**config.mk**
```make
export PLATFORM = sky130hd
export DESIGN_NAME = sram_axi_bridge
export DESIGN_NICKNAME = d
export VERILOG_FILES = /design/src/rtl/sram_axi_bridge.sv
export SDC_FILE = /design/constraint.sdc
export NUM_CORES = 1
export LEC_CHECK = 0
export ABC_CLOCK_PERIOD_IN_PS = 2680
export CAP_MARGIN = 30
export CORE_AREA = 3 3 159 161
export DETAILED_ROUTE_END_ITERATION = 6
export DIE_AREA = 0 0 162 164
export PLACE_DENSITY = 0.72
export SYNTH_ARGS = -nofsm -noshare
export SYNTH_HDL_FRONTEND = slang
export SYNTH_SLANG_ARGS = --single-unit
```
**constraint.sdc**
```tcl
create_clock -name clk -period 2.68 [get_ports clk]
set_input_delay 0.402 -clock clk [delete_from_list [all_inputs] [get_ports clk]]
set_output_delay 0.402 -clock clk [all_outputs]
set_load 0.02 [all_outputs]
```
**src/rtl/sram_axi_bridge.sv**
```systemverilog
// Bridges the cache's inst/data SRAM-like ports onto a single-beat AXI3 master.
// Data port has fixed priority; exactly one transaction is in flight at a time.
module sram_axi_bridge #(
  parameter int ID_W = 4
) (
  input  logic            clk,
  input  logic            rst,
  // inst-side SRAM-like port
  input  logic            inst_req,
  input  logic            inst_wr,
  input  logic [1:0]      inst_size,
  input  logic [31:0]     inst_addr,
  input  logic [31:0]     inst_wdata,
  output logic [31:0]     inst_rdata,
  output logic            inst_addr_ok,
  output logic            inst_data_ok,
  // data-side SRAM-like port
  input  logic            data_req,
  input  logic            data_wr,
  input  logic [1:0]      data_size,
  input  logic [31:0]     data_addr,
  input  logic [31:0]     data_wdata,
  output logic [31:0]     data_rdata,
  output logic            data_addr_ok,
  output logic            data_data_ok,
  // AR channel
  output logic [ID_W-1:0] arid,
  output logic [31:0]     araddr,
  output logic [3:0]      arlen,
  output logic [2:0]      arsize,
  output logic [1:0]      arburst,
  output logic [1:0]      arlock,
  output logic [3:0]      arcache,
  output logic [2:0]      arprot,
  output logic            arvalid,
  input  logic            arready,
  // R channel
  input  logic [ID_W-1:0] rid,
  input  logic [31:0]     rdata,
  input  logic [1:0]      rresp,
  input  logic            rlast,
  input  logic            rvalid,
  output logic            rready,
  // AW channel
  output logic [ID_W-1:0] awid,
  output logic [31:0]     awaddr,
  output logic [3:0]      awlen,
  output logic [2:0]      awsize,
  output logic [1:0]      awburst,
  output logic [1:0]      awlock,
  output logic [3:0]      awcache,
  output logic [2:0]      awprot,
  output logic            awvalid,
  input  logic            awready,
  // W channel
  output logic [ID_W-1:0] wid,
  output logic [31:0]     wdata,
  output logic [3:0]      wstrb,
  output logic            wlast,
  output logic            wvalid,
  input  logic            wready,
  // B channel
  input  logic [ID_W-1:0] bid,
  input  logic [1:0]      bresp,
  input  logic            bvalid,
  output logic            bready
);

  typedef enum logic [2:0] {S_IDLE, S_AR, S_R, S_W, S_B, S_DONE} state_t;

  state_t          r_state;
  state_t          w_next;
  logic            r_port;        // 1 = data port, 0 = inst port
  logic [1:0]      r_size;
  logic [31:0]     r_addr;
  logic [31:0]     r_wdata;
  logic            r_aw_done;
  logic            r_w_done;
  logic [31:0]     r_inst_rdata;
  logic [31:0]     r_data_rdata;

  logic            w_grant;
  logic            w_req_wr;
  logic [1:0]      w_req_size;
  logic [31:0]     w_req_addr;
  logic [31:0]     w_req_wdata;
  logic [ID_W-1:0] w_id;
  logic            w_unused;

  // Response IDs and error codes carry no information with one transaction in flight.
  assign w_unused = ^{rid, rresp, rlast, bid, bresp};

  assign w_grant     = data_req | inst_req;
  assign w_req_wr    = data_req ? data_wr    : inst_wr;
  assign w_req_size  = data_req ? data_size  : inst_size;
  assign w_req_addr  = data_req ? data_addr  : inst_addr;
  assign w_req_wdata = data_req ? data_wdata : inst_wdata;

  // NOTE: sequential state uses non-blocking (<=) so every flop samples pre-edge values.
  always_ff @(posedge clk) begin
    if (rst) r_state <= S_IDLE;
    else     r_state <= w_next;
  end

  // NOTE: every output of this block is defaulted first, so no path can infer a latch.
  always_comb begin
    w_next       = r_state;
    inst_addr_ok = 1'b0;
    data_addr_ok = 1'b0;
    inst_data_ok = 1'b0;
    data_data_ok = 1'b0;
    arvalid      = 1'b0;
    rready       = 1'b0;
    awvalid      = 1'b0;
    wvalid       = 1'b0;
    bready       = 1'b0;
    case (r_state)
      S_IDLE: begin
        data_addr_ok = data_req;
        inst_addr_ok = inst_req & ~data_req;
        if (w_grant) w_next = w_req_wr ? S_W : S_AR;
      end
      S_AR: begin
        arvalid = 1'b1;
        if (arready) w_next = S_R;
      end
      S_R: begin
        rready = 1'b1;
        if (rvalid) w_next = S_DONE;
      end
      S_W: begin
        // AW and W retire independently; leave once both have handshaken.
        awvalid = ~r_aw_done;
        wvalid  = ~r_w_done;
        if ((r_aw_done | awready) && (r_w_done | wready)) w_next = S_B;
      end
      S_B: begin
        bready = 1'b1;
        if (bvalid) w_next = S_DONE;
      end
      S_DONE: begin
        inst_data_ok = ~r_port;
        data_data_ok = r_port;
        w_next       = S_IDLE;
      end
      default: w_next = S_IDLE;
    endcase
  end

  always_ff @(posedge clk) begin
    if (rst) begin
      r_port       <= 1'b0;
      r_size       <= 2'd0;
      r_addr       <= 32'd0;
      r_wdata      <= 32'd0;
      r_aw_done    <= 1'b0;
      r_w_done     <= 1'b0;
      r_inst_rdata <= 32'd0;
      r_data_rdata <= 32'd0;
    end else begin
      case (r_state)
        S_IDLE: begin
          if (w_grant) begin
            r_port    <= data_req;
            r_size    <= w_req_size;
            r_addr    <= w_req_addr;
            r_wdata   <= w_req_wdata;
            r_aw_done <= 1'b0;
            r_w_done  <= 1'b0;
          end
        end
        S_W: begin
          if (awvalid && awready) r_aw_done <= 1'b1;
          if (wvalid && wready)   r_w_done  <= 1'b1;
        end
        S_R: begin
          if (rvalid) begin
            if (r_port) r_data_rdata <= rdata;
            else        r_inst_rdata <= rdata;
          end
        end
        default: ;
      endcase
    end
  end

  always_comb begin
    case (r_size)
      2'd0:    wstrb = 4'b0001 << r_addr[1:0];
      2'd1:    wstrb = 4'b0011 << r_addr[1:0];
      default: wstrb = 4'b1111;
    endcase
  end

  assign w_id       = ID_W'(r_port);
  assign arid       = w_id;
  assign awid       = w_id;
  assign wid        = w_id;
  assign araddr     = r_addr;
  assign awaddr     = r_addr;
  assign arsize     = {1'b0, r_size};
  assign awsize     = {1'b0, r_size};
  assign wdata      = r_wdata;
  assign wlast      = 1'b1;
  assign inst_rdata = r_inst_rdata;
  assign data_rdata = r_data_rdata;

  assign arlen   = 4'd0;
  assign arburst = 2'd1;
  assign arlock  = 2'd0;
  assign arcache = 4'd0;
  assign arprot  = 3'd0;
  assign awlen   = 4'd0;
  assign awburst = 2'd1;
  assign awlock  = 2'd0;
  assign awcache = 4'd0;
  assign awprot  = 3'd0;

endmodule
```
; ---- Word-level counts from Yosys, hierarchy flattened
; Cells that the tools add are included.
[word_totals]
ff_bits = 136
input_bits = 188
elab_cells = 70
[classes]
n_eq_ne = 13
shift = 2
muxes = 26
n_bitwise = 8
n_reduce_logical = 12
[op_table]
columns = cell, count
row1 = 32-bit two-way mux, 2
row2 = 3-bit two-way mux, 5
row3 = 3-bit one-hot mux with 5 select lines, 1
row4 = 2-bit inequality test (second input constant), 7
row5 = 1-bit two-way mux, 13
row6 = 3-bit AND reduction, 4
row7 = 4-bit one-hot mux with 2 select lines, 1
row8 = 3-bit by 2-bit equality test with 1-bit output (second input constant), 2
row9 = 3-bit equality test (second input constant), 2
row10 = 5-bit AND reduction, 1
row11 = 2-bit two-way mux, 2
row12 = 1-bit NOT, 4
row13 = 1-bit one-hot mux with 2 select lines, 2
row14 = 1-bit by 2-bit left shift with 4-bit output (first input constant), 1
row15 = 2-bit by 2-bit left shift with 4-bit output (first input constant), 1
row16 = 3-bit by 1-bit equality test with 1-bit output (second input constant), 1
row17 = 1-bit logical AND, 3
row18 = 3-bit zero test, 1
row19 = 1-bit bitwise OR, 3
row20 = 2-bit by 1-bit equality test with 1-bit output (second input constant), 1
row21 = 2-bit zero test, 1
row22 = 2-bit AND reduction, 1
row23 = 2-bit nonzero test, 1
row24 = 1-bit AND, 1

; ---- Depth between registers and ports, before layout
; Gate-level depths: netlist of run 1.
[logic_depth]
depth_word = 5
ltp_mapped = 6

; ---- Worst setup path before layout of run 1
; Ideal clock, no wire load.
[synth_timing]
path_kind = input to output
start = input data_req
end = output data_addr_ok
arrival_time_ns = 1.266
required_ns = 2.278
path_slack_ns = 1.012
path_stages = 4
path_cell_list = buf_2 > buf_4 > buf_2 > and2_1
[synth_via]
elab_chain_len = 1
[synth_lines]
columns = element, line_no
row1 = start: declaration, 18  ; input logic data_req,
row2 = 1-bit two-way mux, 117  ; case (r_state)
row3 = end: declaration, 24  ; output logic data_addr_ok,
; Every way passes these cells.

; ---- Worst setup path after layout of run 1
[layout_timing]
start = register r_state[1]
end = output wvalid
[layout_via]
elab_chain_len = 2
[layout_lines]
columns = element, line_no
row1 = start: declaration, 71  ; state_t r_state;
row2 = start signal: assignment, 102  ; else r_state <= w_next;
row3 = 3-bit by 2-bit equality test with 1-bit output, 117
row4 = 1-bit two-way mux, 117
row5 = end: declaration, 60  ; output logic wvalid,
; Every way passes these cells.

==> flow_metrics.py, run 1 <==
metrics = {
    "cts": {
        "clock-root-buffer": "clkbuf_16",
        "cts_max_level": 4,
        "numClockSinks": 136,
        "insertion_delay_ns": 0.41,
        "post_cts_buffers": 0,
        "post_cts_resized": 0,
        "ctsHoldBuffers": 0,
        "tritoncts": "built",
        "cts_buffers": 17,
        "clockBufferDepth": 2,
        "cts.clk_slew.worst_paths_ns": 0.07,
    },
    "timing": {
        "fin_crit_sh": 0.886,
        "fin_tns_setup_ns": 0,
        "clock-skew-final_ns": 0.0107,
        "hold_viol_final": 0,
        "report.final.slew_viol_count": 0,
        "slew_headroom": 0.570,
        "grt_setup_unrepaired": "false",
        "worst_pin_slew_ns": 0.644,
        "fmax_mhz": 421,
        "setup_viol": 0,
        "period_minus_slack_ns": 2.37,
    },
    "routing": {
        "wl_mm": 21.5,
        "drtIter0Drc": 243,
        "route.detailed.drc": 0,
        "dr.pass1.iters": 4,
        "vias": 5893,
        "wire_per_inst_um": 15.9,
        "viasPerCell": 4.37,
        "antenna_left": 0,
    },
    "worst_setup_path": {
        "cp-startpoint": "r_state[1]",
        "cp_data_arrival_time_ns": 1.97,
        "worstSetupPathType": "flip-flop to primary output",
        "r2r-start": "r_state[0]",
        "crit_path_start_kind": "flip-flop",
        "reg2reg_to": "wdata[31]",
        "ff2ff_setup_slack_ns": 0.93,
        "setup.worst_path.end_class": "primary output",
        "r2r_cells": 5,
        "crit_fanout": 7,
        "cp.buffers_inverters": 1,
        "critPathSlowestCell": "clkdlybuf4s50_1",
        "cp-endpoint": "wvalid",
        "path_delay_family": "buffers and inverters",
        "slowest_delay_ns": 0.61,
        "crit_cells": 4,
        "critical_path_required_ns": 2.28,
        "path_cells": "and2b_1, nand2_1, nor2_1, clkdlybuf4s50_1",
    },
    "floorplanning": {
        "die_area_sq_um": 26600,
        "core_sq_um": 24100,
        "row_count": 57,
        "start_util": 0.263,
        "die_y_um": 164,
        "dieWidth_um": 162,
        "io_pins": 410,
    },
    "synthesis": {
        "synthArstFlopShare": 0,
        "synthCells": 718,
        "synth_edf_count": 0,
        "synth.cell_area_sq_um": 6340,
        "ys_ff_latch": 136,
        "synth_area_per_cell_sq_um": 8.82,
        "yosys.cell_count.top_type": "dfxtp_1",
        "synth_commonest_cells": "dfxtp_1 (136), nand2_1 (134), buf_4 (93), nor2_1 (77), a21oi_1 (68)",
        "yosys_warnings": 0,
        "synth_area_leader_cell": "dfxtp_1",
        "yosys-top-cells-area": "dfxtp_1 (43%), buf_4 (11%), mux2i_1 (11%)",
        "synth_ff_type": "dfxtp_1",
        "netlist.area_leader.share": 0.430,
        "synth_seq_area_share": 0.430,
        "ys_types": 30,
    },
    "global_routing": {
        "antenna_found_initial": 2,
        "grt_pass1_vias": 5653,
        "grt_usage": 0.153,
        "grt.overflow.total": 0,
        "grt_pass1_wl_mm": 31.8,
        "grt_max_degree": 62,
    },
    "placement": {
        "port_buffers": 354,
        "hpwl_mm": 16.2,
        "dpl-instance-area_sq_um": 9700,
        "place_congestion": 0.752,
        "dp_cells": 1318,
    },
    "power_and_ir_drop": {
        "irDropWorstVdd_mv": 0.374,
        "power_mw": 9.72,
        "p_leak_nw": 3.84,
        "powerDensity_nw_per_um2": 943,
    },
    "finish": {
        "diodes": 0,
        "stdcell_area_sq_um": 10300,
        "fillers": 2384,
        "fin_cells": 1350,
        "syn2layout_area_growth_pct": 62.6,
        "nets": 1201,
        "drive_gt1_frac": 0.0848,
    },
    "worst_hold_path": {
        "hold_path_class": "flip-flop to flip-flop",
    },
    "status": {
        "status": "complete, no violations",
    },
    "run": {
        "cap_viol_max_count": 0,
    },
}
==> cell type report <==
| class | instances | area [sq um] | area share |
|---|---|---|---|
| Tap cell | 324 | 405 | 0.0394 |
| Clock buffer | 19 | 443 | 0.0430 |
| Clock inverter | 13 | 158 | 0.0153 |
| Timing Repair Buffer | 368 | 3690 | 0.359 |
| Sequential cell | 136 | 2720 | 0.264 |
| Inverter | 3 | 11.3 | 0.00109 |
| Multi-Input combinational cell | 487 | 2870 | 0.278 |
==> flip-flops by register name, indices dropped and copies added, names as in the netlist <==
| name | count |
|---|---|
| araddr | 32 |
| inst_rdata | 32 |
| r_aw_done | 1 |
| r_state | 3 |
| r_port | 1 |
| r_size | 2 |
| r_w_done | 1 |
| wdata | 32 |
| data_rdata | 32 |
==> per-layer routing <==
metal / track usage / wire (um) / part of all wire / vias to the layer above
li1: - / - / - / 2900
met3: 0.0620 / 2010 / 0.094 / 19
met4: 0.0450 / 361 / 0.017 / 4
met2: 0.265 / 10700 / 0.50 / 239
met1: 0.174 / 8430 / 0.39 / 2731
met5: 0 / 27 / 0.0013 / -
==> tightest hold or removal path, stage by stage, from the launching register on <==
cell and delay [ns]:
dfxtp_1 0.30, nand2_1 0.05, a21oi_1 0.05
==> cells in the final DEF, fill, tap and decap left out, types with 4 or more instances in the layout <==
cell / netlist / routed
clkdlybuf4s50_1: 0 / 352
dfxtp_1: 136 / 136
nand2_1: 134 / 134
nor2_1: 77 / 77
a21oi_1: 68 / 68
mux2i_1: 67 / 67
conb_1: 2 / 42
a211oi_2: 37 / 37
a211oi_1: 29 / 29
clkbuf_16: 0 / 17
buf_4: 93 / 12
inv_6: 0 / 6
nor3_1: 4 / 4
buf_12: 0 / 4
==> through the flow <==
step,worst slack (ns),hold WS (ns),util
after detailed placement,0.564,0.446,0.402
after floorplan,1.01,0.508,-
after global routing,0.156,0.473,0.427
after CTS,0.269,0.454,0.427
after global placement,0.564,0.441,0.402
final,0.306,0.452,0.427
==> how the worst min path moves through the flow <==
| stage | start | endpoint | slack, ns | cells past startpoint |
|---|---|---|---|---|
| after floorplan | r_w_done | r_w_done | 0.51 | 2 |
| after global placement | inst_rdata[11] | inst_rdata[11] | 0.44 | 2 |
| after detailed placement | data_rdata[18] | data_rdata[18] | 0.45 | 2 |
| after CTS | data_rdata[10] | data_rdata[10] | 0.45 | 2 |
| after global routing | inst_rdata[25] | inst_rdata[25] | 0.47 | 2 |
| final | data_rdata[10] | data_rdata[10] | 0.45 | 2 |
==> kinds of logic (layout without fill, tap and decap cells) <==
| logic type | Yosys count | after routing | synth area share |
|---|---|---|---|
| AO/OA/AOI/OAI | 144 | 144 | 0.172 |
| buffers and inverters | 135 | 403 | 0.144 |
| flip-flops | 136 | 136 | 0.430 |
| multiplexers | 67 | 67 | 0.106 |
| other | 2 | 42 | 0.00119 |
| AND/OR/NAND/NOR | 234 | 234 | 0.148 |
==> where the power goes <==
part           internal, mW  switching, mW
registers              2.50          0.402
logic                  2.03           2.36
clock network          1.43          0.988
total                  5.96           3.75
No activity file was read; power rests on OpenSTA's default activity.
==> run 2, diff against run 1 <==
Settings changed: SETUP_SLACK_MARGIN from default to 0.4.
==> run 2 against run 1 <==
Effect of this change:
- sequential power about the same
- die area unchanged
- final cell count unchanged
- register-to-register slack improved by 0.08 ns
- utilization about the same
- wire length increased by 0.20%
- first-iteration DRC count increased by 0.82%
- critical path type unchanged
==> flow_metrics.py, run 2 (same netlist as run 1, synthesis figures left out) <==
metrics = {
    "status": {
        "status": "complete, no violations",
    },
    "timing": {
        "report.final.slew_viol_count": 0,
        "slew_headroom": 0.566,
        "hold_viol_final": 0,
        "fin_crit_sh": 0.813,
        "holdWs_ns": 0.452,
        "fmax_mhz": 459,
        "fin_tns_setup_ns": 0,
        "setup_viol": 0,
        "period_minus_slack_ns": 2.18,
        "clock-skew-final_ns": 0.00996,
        "grt_setup_unrepaired": "true",
        "worst_slack_ns": 0.502,
        "worst_pin_slew_ns": 0.652,
    },
    "global_routing": {
        "grt_pass1_wl_mm": 31.8,
        "antenna_found_initial": 2,
        "grt_usage": 0.153,
        "grt_max_degree": 62,
        "grt_pass1_vias": 5651,
        "grt.overflow.total": 0,
    },
    "cts": {
        "cts.clk_slew.worst_paths_ns": 0.06,
        "ctsHoldBuffers": 0,
        "cts_buffers": 17,
        "clockBufferDepth": 2,
        "tritoncts": "built",
        "numClockSinks": 136,
        "clock-root-buffer": "clkbuf_16",
        "insertion_delay_ns": 0.41,
        "cts_max_level": 4,
    },
    "power_and_ir_drop": {
        "power_mw": 9.71,
        "p_sw_mw": 3.75,
        "p_leak_nw": 3.88,
        "sw_frac_of_total": 0.387,
        "seq_power_share": 0.300,
        "p_clk_frac": 0.248,
        "p_comb_frac": 0.451,
        "irDropWorstVdd_mv": 0.372,
        "powerDensity_nw_per_um2": 942,
        "intPower_mw": 5.96,
    },
    "finish": {
        "diodes": 0,
        "fin_cells": 1350,
        "stdcell_area_sq_um": 10300,
        "drive_gt1_frac": 0.0916,
        "fillers": 2386,
        "final_cell_mix": "clkdlybuf4s50_1 (345), nand2_1 (134), dfxtp_1 (130), nor2_1 (77), a21oi_1 (68)",
        "nets": 1201,
        "mostFrequentLayoutCell": "clkdlybuf4s50_1",
        "fin_util": 0.427,
        "syn2layout_area_growth_pct": 62.6,
    },
    "floorplanning": {
        "start_util": 0.263,
        "row_count": 57,
        "die_area_sq_um": 26600,
        "core_sq_um": 24100,
        "io_pins": 410,
        "dieWidth_um": 162,
        "die_y_um": 164,
    },
    "routing": {
        "dr.pass1.iters": 5,
        "antenna_left": 0,
        "route.detailed.drc": 0,
        "wire_per_inst_um": 16.0,
        "viasPerCell": 4.38,
        "drtIter0Drc": 245,
        "vias": 5913,
        "wl_mm": 21.5,
    },
    "worst_setup_path": {
        "reg2reg_to": "wdata[31]",
        "crit_fanout": 7,
        "critPathSlowestCell": "clkdlybuf4s50_1",
        "slowest_delay_ns": 0.61,
        "path_cells": "nor2b_1, nand2_1, nor2_1, clkdlybuf4s50_1",
        "critical_path_required_ns": 2.28,
        "setup.worst_path.end_class": "primary output",
        "r2r_cells": 5,
        "ff2ff_setup_slack_ns": 1.01,
        "crit_path_start_kind": "flip-flop",
        "worstSetupPathType": "flip-flop to primary output",
        "cp_data_arrival_time_ns": 1.78,
        "r2r-start": "r_state[2]",
    },
    "placement": {
        "port_buffers": 354,
        "dp_cells": 1318,
        "dp_slack_ns": 0.564,
        "place_congestion": 0.752,
        "dpl-instance-area_sq_um": 9700,
        "hpwl_mm": 16.2,
    },
    "worst_hold_path": {
        "hp-start": "data_rdata[10]",
        "hold_path_class": "flip-flop to flip-flop",
        "hold-path-endpoint": "data_rdata[10]",
        "min_delay_path_depth": 2,
    },
    "run": {
        "cap_viol_max_count": 0,
    },
}
## run 2: cell types whose count changed in the layout (fill, tap and decap cells not counted), sizes merged
| cell | delta |
|---|---|
| dlygate4sd2 | +6 |
| clkdlybuf4s50 | -7 |
| dlymetal6s2s | +1 |
## run 2: worst max path at each step
| stage | startpoint | to | slack, ns | cells after the start |
|---|---|---|---|---|
| after floorplan | data_req | data_addr_ok | 1.01 | 4 |
| after global placement | inst_req | inst_addr_ok | 0.56 | 4 |
| after detailed placement | inst_req | inst_addr_ok | 0.56 | 4 |
| after CTS | r_state[2] | inst_data_ok | 0.40 | 4 |
| after global routing | r_state[2] | inst_data_ok | 0.38 | 4 |
| final | r_state[2] | inst_data_ok | 0.50 | 4 |
## run 2: power by group through the flow
stage / Sequential (mW) / Combinational (mW) / Clock [mW]
floorplan: 3.39 / 2.25 / 0
global placement: 2.94 / 4.39 / 0
detailed placement: 2.96 / 4.43 / 0
CTS: 2.92 / 4.44 / 2.50
global route: 2.99 / 4.69 / 2.58
finish: 2.91 / 4.38 / 2.41
## run 2: final cells by class
class | count | area [sq um] | area share
flip-flops and latches | 136 | 2730 | 0.265
clock buffers | 19 | 443 | 0.0430
repair buffers | 368 | 3690 | 0.358
well taps | 324 | 405 | 0.0393
inverters | 3 | 11.3 | 0.00109
multi-input cells | 487 | 2870 | 0.278
clock inverters | 13 | 158 | 0.0153
## run 2: worst max-delay path, delay by kind of cell (launching register included)
| kind | cells | cell delay, ns |
|---|---|---|
| buffers and inverters | 1 | 0.61 |
| flip-flops | 1 | 0.39 |
| AND/OR/NAND/NOR | 3 | 0.37 |
## run 2: timing repair
action                     4_1_cts  5_1_grt
buffers inserted                 0        0
gates cloned                     0        0
setup endpoints to repair       10        2
resized for setup               12        2
## run 2: metal layers
layer / up-vias / wire, um / GRT usage
met1: 2745 / 8440 / 0.174
met2: 247 / 10700 / 0.265
li1: 2896 / - / -
met3: 21 / 2030 / 0.0620
met4: 4 / 379 / 0.0450
met5: - / 27 / 0
==> run 3, diff against run 2 <==
Settings changed: ABC_CLOCK_PERIOD_IN_PS 2680 to 1800, CORE_AREA 3 3 159 161 to 3 3 160 162, DIE_AREA 0 0 162 164 to 0 0 163 165, PLACE_DENSITY 0.72 to 0.74.
Clock period 2.68 ns to 1.8 ns, I/O delays scaled along.
==> run 3 against run 2 <==
Effect of this change:
- global-route usage increased by 3.0 points
- wire length rose by 30%
- first-iteration DRC count decreased by 4.9%
- final cell count is 7.0% higher
- sequential share of layout area is 4.3 points lower
- clock skew shrank 0.0017 ns
- critical endpoint is now araddr[20]
- largest cell class unchanged
==> flow_metrics.py, run 3 (same netlist as run 1, synthesis figures left out) <==
metrics = {
    "status": {
        "status": "complete, no violations",
    },
    "floorplanning": {
        "core_sq_um": 24200,
        "die_y_um": 165,
        "die_area_sq_um": 26900,
        "start_util": 0.261,
        "dieWidth_um": 163,
        "row_count": 57,
        "io_pins": 410,
    },
    "finish": {
        "nets": 1295,
        "fillers": 2130,
        "final_cell_mix": "clkdlybuf4s50_1 (172), dfxtp_1 (120), clkbuf_2 (83), mux2i_1 (67), nand2_1 (62)",
        "drive_gt1_frac": 0.478,
        "fin_cells": 1444,
        "mostFrequentLayoutCell": "clkdlybuf4s50_1",
        "stdcell_area_sq_um": 12400,
        "syn2layout_area_growth_pct": 95.7,
    },
    "global_routing": {
        "grt_usage": 0.183,
        "grt_max_degree": 40,
        "antenna_found_initial": 3,
        "grt_pass1_vias": 6472,
        "grt_pass1_wl_mm": 37.8,
        "grt.overflow.total": 0,
    },
    "worst_hold_path": {
        "hold_path_class": "input pin to flip-flop",
        "hold-path-endpoint": "data_rdata[28]",
        "hp-start": "rst",
        "min_delay_path_depth": 2,
    },
    "worst_setup_path": {
        "crit_fanout": 6,
        "reg2reg_to": "araddr[20]",
        "worstSetupPathType": "flip-flop to flip-flop",
        "slowest_delay_ns": 0.37,
        "r2r_cells": 9,
        "r2r-start": "r_state[0]",
        "ff2ff_setup_slack_ns": 0.16,
        "critical_path_required_ns": 2.13,
        "critPathSlowestCell": "dfxtp_4",
        "crit_path_start_kind": "flip-flop",
        "path_cells": "nor3_4, buf_6, o21a_4, buf_12, buf_8, buf_6, buf_12, nor2_4, a211oi_2",
        "cp_data_arrival_time_ns": 1.97,
        "setup.worst_path.end_class": "flip-flop",
    },
    "timing": {
        "fmax_mhz": 611,
        "worst_pin_slew_ns": 0.591,
        "holdWs_ns": 0.314,
        "grt_setup_unrepaired": "true",
        "clock-skew-final_ns": 0.00829,
        "slew_headroom": 0.606,
        "hold_viol_final": 0,
        "fin_crit_sh": 0.909,
        "report.final.slew_viol_count": 0,
        "setup_viol": 0,
        "period_minus_slack_ns": 1.64,
    },
    "placement": {
        "place_congestion": 0.768,
        "hpwl_mm": 17.3,
        "port_buffers": 354,
        "dpl-instance-area_sq_um": 9900,
        "dp_cells": 1335,
    },
    "power_and_ir_drop": {
        "powerDensity_nw_per_um2": 1450,
        "p_sw_mw": 7.09,
        "p_leak_nw": 5.14,
        "sw_frac_of_total": 0.395,
        "p_clk_frac": 0.195,
        "p_comb_frac": 0.554,
        "intPower_mw": 10.8,
        "irDropWorstVdd_mv": 0.696,
        "seq_power_share": 0.251,
    },
    "routing": {
        "dr.pass1.iters": 4,
        "wire_per_inst_um": 19.4,
        "route.detailed.drc": 0,
        "vias": 6675,
        "viasPerCell": 4.62,
        "drtIter0Drc": 233,
        "wl_mm": 28.0,
        "antenna_left": 0,
    },
    "run": {
        "cap_viol_max_count": 0,
    },
    "cts": {
        "clock-root-buffer": "clkbuf_16",
        "cts.clk_slew.worst_paths_ns": 0.07,
        "clockBufferDepth": 2,
        "numClockSinks": 136,
        "cts_max_level": 4,
        "cts_buffers": 17,
        "tritoncts": "built",
        "insertion_delay_ns": 0.41,
    },
}
==> run 3: stage by stage <==
step | utilization | setup WS (ns) | power [mW] | setup TNS, ns
floorplan | - | 0.421 | 8.40 | 0
global placement | 0.408 | -0.0266 | 11.3 | -0.0266
detailed placement | 0.408 | -0.0426 | 11.4 | -0.237
CTS | 0.483 | 0.156 | 17.3 | 0
global route | 0.511 | 0.0878 | 18.8 | 0
finish | 0.511 | 0.164 | 17.9 | 0
==> run 3: repair_timing <==
action                     CTS  global route
gates resized for setup    498           397
pin swaps                   91           108
gates cloned                18             5
hold buffers                 0             0
setup endpoints to repair  314           280
buffers inserted            39            15
==> run 3: layer usage <==
layer,GRT usage,wire length (um),up-vias,part of all wire
met4,0.0434,520,2,0.019
met2,0.336,14900,264,0.53
li1,-,-,3105,-
met3,0.0587,2120,30,0.076
met5,0,13,-,0.00046
met1,0.205,10400,3274,0.37
==> run 3: critical path, delay by kind of cell, from the launching register on <==
kind / cells / cell delay [ns]
buf+inv: 5 / 0.57
flops: 1 / 0.37
simple gates: 2 / 0.26
compound gates: 2 / 0.35
==> run 3: power by group through the flow <==
stage / Sequential [mW] / Clock [mW] / Combinational, mW
after floorplan: 5.05 / 0 / 3.35
after CTS: 4.41 / 3.59 / 9.33
after global placement: 4.33 / 0 / 6.97
after global routing: 4.59 / 3.72 / 10.5
final: 4.50 / 3.50 / 9.94
after detailed placement: 4.35 / 0 / 7.06
==> run 3: worst max path at each step <==
stage | cells past startpoint | slack [ns] | endpoint | from
global route | 4 | 0.09 | inst_addr_ok | r_state[0]
CTS | 4 | 0.16 | inst_addr_ok | r_state[1]
global placement | 4 | -0.03 | inst_addr_ok | inst_req
detailed placement | 6 | -0.04 | wdata[26] | inst_req
floorplan | 6 | 0.42 | inst_rdata[10] | r_state[1]
finish | 9 | 0.16 | araddr[20] | r_state[0]
==> run 3: area by class of cell <==
cell class,instances,area [sq um],area share
Inverter,3,11.3,0.000908
Timing Repair Buffer,461,4690,0.378
Tap cell,324,405,0.0327
Clock inverter,13,149,0.0120
Multi-Input combinational cell,488,3950,0.319
Clock buffer,18,429,0.0346
Sequential cell,136,2760,0.222
Antenna cell,1,2.50,0.000202
